`src/rtl/wb_lsu.sv`:
```
// Wishbone classic load/store unit: one request at a time, byte/half/word/double
// accesses with lane selects, load extension, misalignment, bus-error and timeout reporting.
module wb_lsu #(
   parameter int DATA_W  = 32,
   parameter int ADDR_W  = 32,
   parameter int TIMEOUT = 255
) (
   input  logic                  clk,
   input  logic                  rst,
   input  logic                  req_valid,
   output logic                  req_ready,
   input  logic                  req_we,
   input  logic [1:0]            req_size,
   input  logic                  req_unsigned,
   input  logic [ADDR_W-1:0]     req_addr,
   input  logic [DATA_W-1:0]     req_wdata,
   output logic                  resp_valid,
   output logic [DATA_W-1:0]     resp_rdata,
   output logic                  resp_err,
   output logic [ADDR_W-1:0]     wb_adr_o,
   output logic [DATA_W-1:0]     wb_dat_o,
   output logic [DATA_W/8-1:0]   wb_sel_o,
   output logic                  wb_we_o,
   output logic                  wb_cyc_o,
   output logic                  wb_stb_o,
   input  logic [DATA_W-1:0]     wb_dat_i,
   input  logic                  wb_ack_i,
   input  logic                  wb_err_i
);

   localparam int SEL_W = DATA_W / 8;
   localparam int L     = $clog2(SEL_W);
   localparam logic [15:0] TO_CNT = 16'(TIMEOUT);

   typedef enum logic [1:0] {IDLE, BUS, RESP} state_t;

   state_t              state_q;
   logic                ready_q;
   logic                resp_valid_q;
   logic                resp_err_q;
   logic [DATA_W-1:0]   resp_rdata_q;
   logic [ADDR_W-1:0]   adr_q;
   logic [DATA_W-1:0]   dat_q;
   logic [SEL_W-1:0]    sel_q;
   logic                we_out_q;
   logic                cyc_q;
   logic [15:0]         cnt_q;
   logic                we_q;
   logic [1:0]          size_q;
   logic                uns_q;
   logic [L-1:0]        off_q;

   // Request decode, evaluated on the accept cycle
   logic                req_bad;
   logic [L-1:0]        req_off;
   logic [SEL_W-1:0]    sel_base;
   logic [DATA_W-1:0]   wdata_rep;

   assign req_off = req_addr[L-1:0];

   always_comb begin
      req_bad   = 1'b0;
      sel_base  = '1;
      wdata_rep = req_wdata;
      case (req_size)
         2'b00: begin
            sel_base  = SEL_W'(1);
            wdata_rep = {SEL_W{req_wdata[7:0]}};
         end
         2'b01: begin
            req_bad   = req_addr[0];
            sel_base  = SEL_W'(3);
            wdata_rep = {(DATA_W/16){req_wdata[15:0]}};
         end
         2'b10: begin
            req_bad   = |req_addr[1:0];
            sel_base  = SEL_W'(4'hF);
            wdata_rep = {(DATA_W/32){req_wdata[31:0]}};
         end
         default: begin
            req_bad   = (DATA_W == 32) || (|req_addr[2:0]);
            sel_base  = '1;
            wdata_rep = req_wdata;
         end
      endcase
   end

   // Load data: move the addressed lane down to bit 0, then extend by size
   logic [DATA_W-1:0] ld_shift;
   logic [DATA_W-1:0] ld_ext;

   assign ld_shift = wb_dat_i >> {off_q, 3'b000};

   always_comb begin
      ld_ext = ld_shift;
      case (size_q)
         2'b00:   ld_ext = uns_q ? DATA_W'(ld_shift[7:0])  : DATA_W'($signed(ld_shift[7:0]));
         2'b01:   ld_ext = uns_q ? DATA_W'(ld_shift[15:0]) : DATA_W'($signed(ld_shift[15:0]));
         2'b10:   ld_ext = uns_q ? DATA_W'(ld_shift[31:0]) : DATA_W'($signed(ld_shift[31:0]));
         default: ld_ext = ld_shift;
      endcase
   end

   always_ff @(posedge clk) begin
      if (rst) begin
         state_q      <= IDLE;
         ready_q      <= 1'b1;
         resp_valid_q <= 1'b0;
         resp_err_q   <= 1'b0;
         resp_rdata_q <= '0;
         adr_q        <= '0;
         dat_q        <= '0;
         sel_q        <= '0;
         we_out_q     <= 1'b0;
         cyc_q        <= 1'b0;
         cnt_q        <= '0;
         we_q         <= 1'b0;
         size_q       <= '0;
         uns_q        <= 1'b0;
         off_q        <= '0;
      end else begin
         case (state_q)
            IDLE: begin
               resp_valid_q <= 1'b0;
               resp_err_q   <= 1'b0;
               resp_rdata_q <= '0;
               if (req_valid) begin
                  ready_q <= 1'b0;
                  we_q    <= req_we;
                  size_q  <= req_size;
                  uns_q   <= req_unsigned;
                  off_q   <= req_off;
                  if (req_bad) begin
                     state_q      <= RESP;
                     resp_valid_q <= 1'b1;
                     resp_err_q   <= 1'b1;
                  end else begin
                     state_q  <= BUS;
                     cyc_q    <= 1'b1;
                     adr_q    <= {req_addr[ADDR_W-1:L], {L{1'b0}}};
                     sel_q    <= sel_base << req_off;
                     dat_q    <= wdata_rep;
                     we_out_q <= req_we;
                     cnt_q    <= '0;
                  end
               end
            end
            BUS: begin
               // err outranks ack, and ack outranks the timeout on the same cycle
               if (wb_err_i || wb_ack_i || (TO_CNT != 16'd0 && cnt_q == TO_CNT)) begin
                  state_q      <= RESP;
                  cyc_q        <= 1'b0;
                  sel_q        <= '0;
                  we_out_q     <= 1'b0;
                  resp_valid_q <= 1'b1;
                  if (!wb_err_i && wb_ack_i) begin
                     resp_err_q   <= 1'b0;
                     resp_rdata_q <= we_q ? '0 : ld_ext;
                  end else begin
                     resp_err_q   <= 1'b1;
                     resp_rdata_q <= '0;
                  end
               end else begin
                  cnt_q <= cnt_q + 16'd1;
               end
            end
            RESP: begin
               state_q      <= IDLE;
               ready_q      <= 1'b1;
               resp_valid_q <= 1'b0;
               resp_err_q   <= 1'b0;
               resp_rdata_q <= '0;
            end
            default: begin
               state_q <= IDLE;
               ready_q <= 1'b1;
               cyc_q   <= 1'b0;
            end
         endcase
      end
   end

   assign req_ready  = ready_q;
   assign resp_valid = resp_valid_q;
   assign resp_err   = resp_err_q;
   assign resp_rdata = resp_rdata_q;
   assign wb_adr_o   = adr_q;
   assign wb_dat_o   = dat_q;
   assign wb_sel_o   = sel_q;
   assign wb_we_o    = we_out_q;
   assign wb_cyc_o   = cyc_q;
   assign wb_stb_o   = cyc_q;

endmodule

```
`config.mk`:
```
export PLATFORM = sky130hd
export DESIGN_NAME = wb_lsu
export DESIGN_NICKNAME = d
export VERILOG_FILES = /design/src/rtl/wb_lsu.sv
export SDC_FILE = /design/constraint.sdc
export NUM_CORES = 1
export LEC_CHECK = 0
export CAP_MARGIN = 20
export CORE_MARGIN = 5
export CORE_UTILIZATION = 49
export CTS_BUF_LIST = sky130_fd_sc_hd__clkbuf_4 sky130_fd_sc_hd__clkbuf_8 sky130_fd_sc_hd__clkbuf_16
export DETAILED_ROUTE_END_ITERATION = 10
export PLACE_DENSITY = 0.87
export SLEW_MARGIN = 40
export SYNTH_ARGS = -nofsm -noshare
export SYNTH_HDL_FRONTEND = slang
export SYNTH_SLANG_ARGS = --single-unit
```
`constraint.sdc`:
```
create_clock -name clk -period 3.95 [get_ports clk]
set_input_delay 0.79 -clock clk [delete_from_list [all_inputs] [get_ports clk]]
set_output_delay 0.79 -clock clk [all_outputs]
set_load 0.005 [all_outputs]
```
==> impl_metrics.yaml <==
run_status:
  outcome: "finished, final reports clean"
hold_path:
  hold_path_depth: 2
  min_from: "wb_dat_o[1]"
  holdPathEnd: "wb_dat_o[1]"
  hold_class: "flop to flop"
critical_path:
  worstSetupPathDepth: 7
  worstPathArrival_ps: 3040
  rr_worst_depth: 7
  regToRegSetupSlack_ps: 1430
  r2r_end: "cnt_q[14]"
  critPathBufInv: 2
  cp.required_ps: 4290
  critPathTopFamily: "compound AO/OA/AOI/OAI gates"
  slowest_delay_ps: 610
  cp-start-kind: "input port"
  rr_startpoint: "state_q[1]"
  path_cells: "clkdlybuf4s50_1, buf_4, nor3_2, o21ai_1, a221o_2, or4b_1, a21oi_1"
  crit_fanout: 30
  crit_type: "input port to flop"
  cp_slowest_cell: "a221o_2"
  critPathCaptureType: "flop"
die:
  start_util: 0.505
  rows: 39
  die_area_sq_um: 14200
  ios: 211
  coreArea_sq_um: 11600
  die_x_um: 119
  die_h_um: 119
final_layout:
  antenna_cells: 0
  final_nets: 1005
  final_cells: 1049
  final_common_cell: "clkdlybuf4s50_1"
  syn2layout_area_growth_pct: 46.1
  design_area_sq_um: 8530
  layout_common_cells: "clkdlybuf4s50_1 (207), nand2_1 (150), dfxtp_1 (127)"
  drive_gt1_frac: 0.0728
cts:
  clkTransAtPathRegs_ps: 50
  post_cts_buffers: 0
  ctsResizeCount: 0
  clockBufferDepth: 2
  cts_buffers: 17
  cts_tree: "done"
  cts_root_buffer: "clkbuf_16"
  cts_hold_buf: 0
  clk_latency_ps: 410
  clock-sinks: 127
  cts_htree_levels: 4
place:
  place_congestion: 0.902
  placed_area_sq_um: 7950
  portBuffers: 208
  dpl.cell_count: 1019
  dp_hpwl_um: 13500
global_route:
  grt-busiest-layer: "met2"
  grt_first_pass_wirelength_um: 30300
  grt_pass1_vias: 6160
  antenna_found_initial: 0
  grtUsageMet1: 0.289
  grt_overflow: 0
  grt_use_met2: 0.442
  grtUsageTotal: 0.262
  grt_max_degree: 100
  use_met3: 0.109
route:
  num_vias: 6108
  viasPerCell: 5.82
  firstDrtPassIters: 5
  ant_nets: 0
  drtIter0Drc: 479
  route.detailed.wl_per_inst_um: 18.0
  route.detailed.drc: 0
  wl_um: 18900
sta:
  hold_viol_final: 0
  relSlewSlack: 0.484
  rsz0062_at_grt: "no"
  slew_viol_final: 0
  skew_ps: 7.43
  fin_crit_sh: 0.685
  finalSetupViolCount: 0
  tightest_slew_ps: 774
  min_period_ps: 2700
  final.setup.tns_ps: 0
  timing.fmax_ghz: 0.370
synthesis:
  synth_seq_cells: 127
  async_flop_share: 0
  ys.flop_type: "dfxtp_1"
  synth_edf_count: 0
  netlist_area_sq_um: 5840
  yosysWarnings: 0
  seq_area_frac_synth: 0.435
  synth.distinct_cells: 52
  syn_inst: 716
  syn_area_per_cell_sq_um: 8.15
job:
  drv_cap: 0
power:
  peakVddDrop_mv: 0.290
  powerDensity_nw_per_um2: 415
  leakagePower_nw: 3.00
## metrics by stage
stage / utilization / setup slack [ps] / hold slack [ps] / total power, mW
floorplan: - / 1690 / 444 / 1.72
global placement: 0.687 / 796 / 441 / 2.00
detailed placement: 0.687 / 716 / 449 / 2.02
CTS: 0.738 / 1150 / 453 / 3.55
global route: 0.738 / 1090 / 464 / 3.69
finish: 0.738 / 1250 / 452 / 3.54
## sequential cells by signal, summed over array words and instances, names as in the netlist
register,flops
wb_cyc_o,1
cnt_q,16
we_q,1
resp_err,1
resp_valid,1
off_q,2
wb_adr_o,30
resp_rdata,32
wb_dat_o,32
req_ready,1
wb_sel_o,4
wb_we_o,1
state_q,2
uns_q,1
size_q,2
## where the power goes
part | switching (mW) | internal (mW)
Combinational | 0.308 | 0.307
Clock | 0.525 | 1.00
Sequential | 0.0429 | 1.35
Total | 0.877 | 2.66
## per-layer routing
layer  vias to the layer above  routed length, um
li1                       2903                  -
met1                      2870               7110
met2                       295               9170
met3                        40               2090
met4                         0                519
met5                         -                  0
## how the worst max path moves through the flow
stage	start	endpoint	slack, ps
after floorplan	req_addr[0]	cnt_q[10]	1690
after global placement	req_size[0]	cnt_q[14]	800
after detailed placement	req_size[0]	cnt_q[14]	720
after CTS	req_size[0]	cnt_q[14]	1150
after global routing	req_addr[0]	cnt_q[14]	1090
final	req_size[0]	cnt_q[14]	1250
## area by class of cell
cell class | instances | area [sq um]
clock buffers | 24 | 503
multi-input cells | 523 | 3020
well taps | 143 | 179
repair buffers | 220 | 2190
inverters | 6 | 22.5
fillers | 838 | 3030
clock inverters | 6 | 82.6
flip-flops and latches | 127 | 2540
## worst register-to-register path, cell delays in order, from the launching register on
cell,delay (ps)
dfxtp_1,330
inv_1,100
ha_1,390
nor3b_2,380
a21oi_1,80
a221o_2,510
or4b_1,520
a21oi_1,140
## cells by family (layout without fill, tap and decap cells)
group | after synthesis | count (layout) | share of synthesized area
AND/OR/NAND/NOR | 268 | 268 | 0.207
buffers and inverters | 67 | 256 | 0.0512
multiplexers | 44 | 44 | 0.0772
XOR/XNOR | 1 | 1 | 0.00150
other | 1 | 2 | 0.000642
flip-flops | 127 | 127 | 0.435
AO/OA/AOI/OAI | 203 | 203 | 0.216
adder cells (fa/ha/maj) | 5 | 5 | 0.0107
## synth_stat cells, drive strengths merged, types with 5 or more instances
cell | n | area share
nand2 | 150 | 0.096
dfxtp | 127 | 0.44
a21oi | 90 | 0.077
o21ai | 38 | 0.033
nor2 | 37 | 0.024
mux2i | 36 | 0.062
clkbuf | 31 | 0.020
buf | 30 | 0.027
nand3 | 29 | 0.025
o2bb2ai | 16 | 0.024
or3 | 13 | 0.014
a211oi | 11 | 0.014
o211ai | 11 | 0.014
a311oi | 9 | 0.014
nor3b | 9 | 0.012
a31o | 8 | 0.012
mux2 | 8 | 0.015
o2111ai | 7 | 0.011
ha | 5 | 0.011
inv | 5 | 0.0032
(Power assumes the default switching activity.)
